`config.mk`:
```
export PLATFORM = sky130hd
export DESIGN_NAME = xnor_correlator
export DESIGN_NICKNAME = d
export VERILOG_FILES = /design/src/rtl/xnor_pkg.sv /design/src/rtl/xnor_popcount.sv /design/src/rtl/xnor_correlator.sv
export SDC_FILE = /design/constraint.sdc
export NUM_CORES = 1
export LEC_CHECK = 0
export ABC_AREA = 1
export CAP_MARGIN = 20
export CORE_MARGIN = 2
export CORE_UTILIZATION = 40
export DETAILED_ROUTE_END_ITERATION = 12
export DONT_BUFFER_PORTS = 1
export PLACE_DENSITY = 0.63
export SYNTH_ARGS = -nofsm -noshare
export SYNTH_HDL_FRONTEND = slang
export SYNTH_SLANG_ARGS = --single-unit
```
`constraint.sdc`:
```
create_clock -name clk -period 5.3 [get_ports clk]
set_clock_uncertainty 0.2 [all_clocks]
set_input_delay 1.06 -clock clk [delete_from_list [all_inputs] [get_ports clk]]
set_output_delay 1.06 -clock clk [all_outputs]
set_load 0.01 [all_outputs]
```
`src/rtl/xnor_pkg.sv`:
```
// Shared types and helpers for the streaming XNOR correlator.
package xnor_pkg;

  typedef enum logic {FILL, RUN} state_t;

  // Score width needed to hold 0..n inclusive.
  function automatic int sw_of(input int n);
    return $clog2(n + 1);
  endfunction

  function automatic int unsigned popcount(input logic [63:0] v);
    int unsigned n;
    n = 0;
    for (int i = 0; i < 64; i++) n += {31'b0, v[i]};
    return n;
  endfunction

endpackage

```
`src/rtl/xnor_popcount.sv`:
```
// Combinational compare array (XNOR, or XOR when xor_mode) reduced to a popcount.
module xnor_popcount import xnor_pkg::*; #(
  parameter int  N  = 16,
  localparam int SW = sw_of(N)
) (
  input  logic [N-1:0]  window,
  input  logic [N-1:0]  pattern,
  input  logic          xor_mode,
  output logic [SW-1:0] score
);

  logic [N-1:0] c;

  for (genvar i = 0; i < N; i++) begin : g_cmp
    assign c[i] = ~(window[i] ^ pattern[i]) ^ xor_mode;
  end

  assign score = SW'(popcount(64'(c)));

endmodule

```
`src/rtl/xnor_correlator.sv`:
```
// Serial sync-word detector: shift window, fill/run FSM, one-stage scored result, match counter.
module xnor_correlator import xnor_pkg::*; #(
  parameter int  N  = 16,
  parameter int  CW = 8,
  localparam int SW = sw_of(N)
) (
  input  logic          clk,
  input  logic          rst,
  input  logic          in_valid,
  input  logic          in_bit,
  input  logic          pat_load,
  input  logic [N-1:0]  pat_in,
  input  logic [SW-1:0] thresh,
  input  logic          xor_mode,
  output logic          out_valid,
  output logic [SW-1:0] score,
  output logic          match,
  output logic          window_full,
  output logic [CW-1:0] match_count
);

  localparam int STAGES = 1;

  state_t          state;
  logic [N-1:0]    window, pattern;
  logic [SW-1:0]   fill, thr_q, score_next;
  logic            xor_q;
  logic [STAGES:0] vld_pipe;
  logic            accept, completes, hit;

  assign accept    = in_valid & ~pat_load;
  // The accepted bit yields a result once it is the Nth (or later) since flush.
  assign completes = (state == RUN) || (fill == SW'(N - 1));

  xnor_popcount #(.N(N)) u_pop (
    .window   (window),
    .pattern  (pattern),
    .xor_mode (xor_q),
    .score    (score_next)
  );

  // A pat_load squashes the result that would otherwise retire this edge.
  assign hit = vld_pipe[0] & ~pat_load & (score_next >= thr_q);

  always_ff @(posedge clk or posedge rst) begin
    if (rst) begin
      state       <= FILL;
      window      <= '0;
      pattern     <= '0;
      fill        <= '0;
      thr_q       <= '0;
      xor_q       <= 1'b0;
      vld_pipe    <= '0;
      score       <= '0;
      match       <= 1'b0;
      match_count <= '0;
    end else begin
      vld_pipe[0] <= accept & completes;
      for (int s = 1; s <= STAGES; s++) vld_pipe[s] <= vld_pipe[s-1] & ~pat_load;

      if (pat_load) begin
        pattern <= pat_in;
        window  <= '0;
        fill    <= '0;
        state   <= FILL;
      end else if (in_valid) begin
        window <= {window[N-2:0], in_bit};
        thr_q  <= thresh;
        xor_q  <= xor_mode;
        if (state == FILL) begin
          fill <= fill + 1'b1;
          if (fill == SW'(N - 1)) state <= RUN;
        end
      end

      match <= hit;
      if (vld_pipe[0] && !pat_load) score <= score_next;
      if (hit && match_count != '1) match_count <= match_count + 1'b1;
    end
  end

  assign out_valid   = vld_pipe[STAGES];
  assign window_full = (state == RUN);

endmodule
```
==> results of run 1 <==
## registers in the layout (all words and copies together) (netlist names)
signal and cells:
fill 5, match 1, match_count 8, pattern 16, score 5, thr_q 5
vld_pipe 2, window 16, window_full 1, xor_q 1
## cells by family after synthesis
kind of cell	Yosys count
buffers and inverters	55
DFF	60
and+or+nand+nor	145
muxes	1
adders and majority gates	23
AOI/OAI and AO/OA	37
xor gates and xnor gates	35
## tightest hold or removal path: stages, from the launching register on
cell and delay [ns]:
dfrtp_1 0.36, nand2_1 0.06, nand2_1 0.05
## through the flow
stage               worst slack [ns]  utilization [%]  TNS, ns  std cells  power, mW
detailed placement           -0.0272             43.4   -0.161        452       1.68
CTS                         0.000846             46.4        0        470       2.25
global placement              0.0596             43.4        0        452       1.60
floorplan                     0.0528                -        0        356       1.43
global route                  -0.228             47.5    -1.68        476       2.68
finish                        0.0215             47.5        0        476       2.43
## cells in the final DEF (no fill, tap or decap), drive strengths merged, types with 10 or more instances in the layout
cell / count
ha: 13
nand2: 108
dfrtp: 60
nor2: 16
buf: 11
o21ai: 11
inv: 45
xor2: 18
o22ai: 14
fa: 10
xnor2: 17
## metal layers
metal  vias to the layer above  global-route usage (%)
li1                       1157                       -
met1                      1112                    20.2
met2                        47                    25.8
met3                        10                    5.99
met4                         0                    4.35
met5                         -                       0
## power by group through the flow
stage / clock network, mW / logic (mW) / registers [mW]
after floorplan: 0 / 0.916 / 0.519
after global placement: 0 / 1.07 / 0.528
after detailed placement: 0 / 1.15 / 0.528
after CTS: 0.385 / 1.34 / 0.520
after global routing: 0.406 / 1.75 / 0.523
final: 0.369 / 1.54 / 0.519
## repair_timing
item / in CTS / in global routing
setup buffers: 1 / 6
resized for setup: 8 / 7
cloned: 1 / 0
setup endpoints to repair: 8 / 9
pin swaps: 2 / 5
## final cells by class
type	count	share of cell area, %
Inverter	45	4.63
Tap cell	102	3.44
Clock buffer	9	3.34
Sequential cell	60	40.5
Timing Repair Buffer	11	2.23
Multi-Input combinational cell	242	44.4
Clock inverter	7	1.42
## worst max-delay path by stage
stage                     startpoint        endpoint  slack [ns]  cells after the start
after global placement         xor_q  match_count[2]        0.06                     19
after global routing           xor_q  match_count[0]       -0.23                     19
final                          xor_q  match_count[1]        0.02                     19
after CTS                      xor_q  match_count[2]      0.0008                     19
after detailed placement       xor_q  match_count[7]       -0.03                     19
after floorplan                xor_q  match_count[6]        0.05                     21
==> impl_metrics.json, run 1 <==
{
  "status": "finished clean",
  "synthSimpleGateAreaFrac_pct": 19.8,
  "pwr-share-comb_pct": 63.5,
  "gr-usage-all-layers_pct": 16.0,
  "synthXorXnorAreaFrac_pct": 9.38,
  "grt_pass1_vias": 2323,
  "p_switching_mw": 1.04,
  "synth_edf_count": 0,
  "clk_pin_slew_ns": 0.07,
  "nFillCells": 739,
  "first_pass_iters": 4,
  "finalCritPeriodShare_pct": 99.6,
  "r2r_end": "match_count[1]",
  "wl_mm": 6.40,
  "ir_drop_mv": 0.391,
  "layout-drive-gt1-share_pct": 15.8,
  "final-max-slew-violation-count": 0,
  "cts_tree": "done",
  "viasPerCell": 4.89,
  "synth_cells": 356,
  "ys_warn_count": 0,
  "gp_congestion": 0.803,
  "rsz0062_at_grt": "yes",
  "crit_family": "adder cells",
  "min_to": "pattern[9]",
  "rr_worst_depth": 19,
  "grt_max_degree": 61,
  "cp_max_fo": 8,
  "slowest_stage": "fa_1",
  "worstPathRequired_ns": 5.33,
  "drc": 0,
  "yosysTopAreaCell": "dfrtp_1",
  "synth_area_um2": 3270,
  "worstMarginPinSlew_ns": 0.757,
  "async_reset_ff_share_pct": 100,
  "post-synth-top-area-fraction_pct": 45.9,
  "crit_type": "register to register",
  "highest_layer": "met4",
  "synthMuxAreaShare_pct": 0.344,
  "pin_count": 43,
  "min_delay_path_depth": 2,
  "synth-adder-area-share_pct": 11.1,
  "drt_iter0_markers": 53,
  "nets": 419,
  "initial_core_util_pct": 41.9,
  "final_area_um2": 3710,
  "synthTopCellsByCount": "nand2_1 (105), dfrtp_1 (60), inv_1 (41)",
  "wl_met2_mm": 3.08,
  "htree_levels": 3,
  "crit_path_start_kind": "register",
  "post-dp-hpwl_mm": 4.54,
  "synth_top_family_by_area": "simple AND/OR/NAND/NOR gates",
  "gr-total-overflow": 0,
  "seqPwrFrac_pct": 21.3,
  "register_area_um2": 1500,
  "synthMostInstantiatedCell": "nand2_1",
  "reg2reg_slack_ns": 0.02,
  "die_area_um2": 8910,
  "wl_met1_mm": 2.90,
  "cts_sinks": 60,
  "relSlewSlack_pct": 49.6,
  "synth_compound_area_share_pct": 6.43,
  "cts_made_buffers": 9,
  "end_kind": "register",
  "leakage_nw": 1.81,
  "powerDensity_nw_per_um2": 656,
  "chipWidth_um": 94.4,
  "cts.path.max_buffers": 2,
  "die_h_um": 94.4,
  "synth_fp_nets": 406,
  "synth.ff_latch_count": 60,
  "row_count": 32,
  "max_stage_delay_ns": 0.55,
  "synthFlopType": "dfrtp_1",
  "drv_cap": 0,
  "portBuffers": 0,
  "cts_root_buf": "clkbuf_8",
  "fin_crit_ns": 5.28,
  "fmax_ghz": 0.189,
  "clock_latency_ns": 0.35,
  "critPathBufInv": 1,
  "core-area_um2": 7810,
  "synth.distinct_cells": 31,
  "yosysSeqAreaShare_pct": 45.9,
  "grt_pass1_wl_mm": 10.9,
  "path_cells": "xnor2_2, xor2_1, ha_1, fa_1, fa_1, fa_1, inv_1, fa_1, fa_2, fa_2, xnor2_2, ha_1, nand2_1, nor2_1, nand2_2, nand3_4, nand3_4, nand2_1, nand2_1",
  "min_from": "pattern[9]",
  "report.final.hold_viol_count": 0,
  "vias": 2326,
  "sw_frac_of_total_pct": 42.9,
  "wl_per_cell_um": 13.4,
  "postCtsHoldBufs": 0,
  "p_clk_share_pct": 15.2,
  "diodes": 0,
  "arrival_ns": 5.31,
  "cp_common_cell": "fa_1",
  "syn_area_per_cell_um2": 9.18,
  "antenna_found_initial": 0,
  "drtAntennaViolNets": 0,
  "area_growth_pct": 13.4,
  "multi_input_comb_area_um2": 1650,
  "whs_ns": 0.296,
  "setup_viol": 0,
  "min_path_type": "register to register",
  "p_int_mw": 1.39,
  "place_area_um2": 3390,
  "r2r_start": "xor_q",
  "yosys-top-cells-area": "dfrtp_1 (46%), nand2_1 (12%), fa_1 (6.1%)",
  "wl_met3_um": 330
}
Power figures use the tool's default switching activity.
==> inputs of run 2 (changes only) <==
--- a/config.mk
+++ b/config.mk
@@ -11,7 +11,9 @@
 export CORE_UTILIZATION = 40
 export DETAILED_ROUTE_END_ITERATION = 12
 export DONT_BUFFER_PORTS = 1
+export GPL_TIMING_DRIVEN = 0
 export PLACE_DENSITY = 0.63
+export SLEW_MARGIN = 20
 export SYNTH_ARGS = -nofsm -noshare
 export SYNTH_HDL_FRONTEND = slang
 export SYNTH_SLANG_ARGS = --single-unit
==> constraint.sdc (replaced) <==
create_clock -name clk -period 5.3 [get_ports clk]
set_clock_uncertainty 0.2 [all_clocks]
set_input_delay 1.325 -clock clk [delete_from_list [all_inputs] [get_ports clk]]
set_output_delay 1.325 -clock clk [all_outputs]
set_load 0.01 [all_outputs]
==> impl_metrics.json, run 2 (synthesized netlist as in run 1, its figures left out) <==
{
  "status": "finished, violations left",
  "failed_checks": "setup timing",
  "htree_levels": 3,
  "end_kind": "register",
  "final_cell_mix": "nand2_1 (102), dfrtp_1 (59), inv_1 (39), xor2_1 (18), o22ai_1 (14)",
  "rsz0062_at_grt": "yes",
  "min_path_type": "register to register",
  "grt_pass1_wl_mm": 11.2,
  "vias": 2316,
  "gr-usage-all-layers_pct": 16.4,
  "path_cells": "buf_12, xnor2_2, xor2_1, ha_1, fa_1, fa_1, fa_1, inv_2, fa_1, fa_2, fa_2, o21ai_2, ha_4, nand2_1, inv_1, nand2_2, nand3_4, buf_4, nand4_1, nand2_1",
  "mostFrequentLayoutCell": "nand2_1",
  "wl_mm": 6.51,
  "viasPerCell": 4.80,
  "initial_core_util_pct": 41.9,
  "drc": 0,
  "final-max-slew-violation-count": 0,
  "cts.path.max_buffers": 2,
  "dp_slack_ns": -0.328,
  "place_area_um2": 3450,
  "clk_pin_slew_ns": 0.07,
  "fin_crit_ns": 5.40,
  "grt_pass1_vias": 2375,
  "area_growth_pct": 15.2,
  "wl_per_cell_um": 13.5,
  "cp_max_fo": 5,
  "finalWorstSetupSlack_ns": -0.100,
  "grt_max_degree": 43,
  "cts_root_buf": "clkbuf_8",
  "row_count": 32,
  "powerDensity_nw_per_um2": 627,
  "fmax_ghz": 0.185,
  "worstPathRequired_ns": 5.34,
  "postCtsHoldBufs": 0,
  "core-area_um2": 7810,
  "portBuffers": 0,
  "leakage_nw": 1.86,
  "gp_congestion": 0.776,
  "diodes": 0,
  "max_stage_delay_ns": 0.54,
  "ir_drop_mv": 0.294,
  "nets": 425,
  "layout-drive-gt1-share_pct": 15.5,
  "worstMarginPinSlew_ns": 0.428,
  "crit_path_start_kind": "register",
  "report.final.hold_viol_count": 0,
  "setup_viol": 8,
  "post-dp-hpwl_mm": 4.74,
  "drv_cap": 0,
  "first_pass_iters": 4,
  "gr-total-overflow": 0,
  "finalCritPeriodShare_pct": 102,
  "crit_type": "register to register",
  "cp_common_cell": "fa_1",
  "arrival_ns": 5.44,
  "drt_iter0_markers": 56,
  "chipWidth_um": 94.4,
  "relSlewSlack_pct": 71.5,
  "drtAntennaViolNets": 0,
  "slowest_stage": "fa_1",
  "antenna_found_initial": 0,
  "clock_latency_ns": 0.34,
  "cts_sinks": 60,
  "pin_count": 43,
  "die_area_um2": 8910,
  "top_regs": "pattern x16, window x16, match_count x8",
  "die_h_um": 94.4,
  "cts_made_buffers": 9,
  "cts_tree": "done",
  "final_area_um2": 3760
}
run 2: cell count changes in the layout (fill, tap and decap cells not counted), moves of 2 or more:
| cell | delta |
|---|---|
| buf_2 | +4 |
| clkinvlp_4 | -4 |
| nand2_1 | +3 |
| buf_4 | -3 |
| nand2_2 | -3 |
| clkbuf_1 | +4 |
| buf_12 | +2 |
run 2: final timing paths:
path / endpoint / from / slack (ns) / depth (start not counted)
setup reg to reg: match_count[2] / xor_q / -0.10 / 20
max in group asynchronous: xor_q / rst / 3.80 / 2
hold reg to reg: pattern[9] / pattern[9] / 0.29 / 2
hold / removal: pattern[9] / pattern[9] / 0.29 / 2
setup / recovery: match_count[2] / xor_q / -0.10 / 20
min in group asynchronous: match_count[7] / rst / 0.59 / 1
run 2: what timing repair did:
action | CTS | global route
cloned | 1 | 0
setup buffers | 6 | 1
pin swaps | 13 | 11
resized for setup | 9 | 5
setup endpoints to repair | 9 | 9
run 2: worst max-delay path, delay by kind of cell, from the launching register on:
| kind | cells | cell delay, ns |
|---|---|---|
| flops | 1 | 0.45 |
| simple gates | 5 | 0.44 |
| buf+inv | 4 | 0.40 |
| fa+ha+maj | 8 | 3.28 |
| xor+xnor | 2 | 0.29 |
| compound gates | 1 | 0.22 |
run 2: layout make-up:
cell class              instances  area, um2
clock inverters                 4       48.8
multi-input cells             242       1630
flip-flops and latches         60       1500
inverters                      45        174
clock buffers                  12        145
fillers                       778       4040
well taps                     102        128
plain buffers                   9       66.3
repair buffers                  8       72.6
run 2: layer usage:
metal | share of wire [%] | vias to the layer above | wire (um) | GRT usage, %
li1 | - | 1166 | - | -
met1 | 44 | 1100 | 2880 | 20.1
met2 | 50 | 44 | 3240 | 27.9
met3 | 4.9 | 6 | 322 | 5.67
met4 | 0.97 | 0 | 63 | 4.11
met5 | 0 | - | 0 | 0
run 2: stage by stage:
step / power (mW) / setup TNS [ns] / cells / utilization [%] / hold slack [ns]
2_1_floorplan: 1.43 / 0 / 356 / - / 0.261
3_3_place_gp: 1.66 / -1.95 / 458 / 43.9 / 0.281
3_5_place_dp: 1.70 / -2.59 / 459 / 44.2 / 0.286
4_1_cts: 2.34 / -1.86 / 481 / 47.8 / 0.305
5_1_grt: 2.60 / -2.40 / 482 / 48.2 / 0.330
6_report: 2.36 / -0.675 / 482 / 48.2 / 0.295
run 2: report_power, final:
| group | switching, mW | internal, mW |
|---|---|---|
| clock | 0.182 | 0.229 |
| combinational | 0.773 | 0.657 |
| sequential | 0.0297 | 0.489 |
| total | 0.985 | 1.38 |
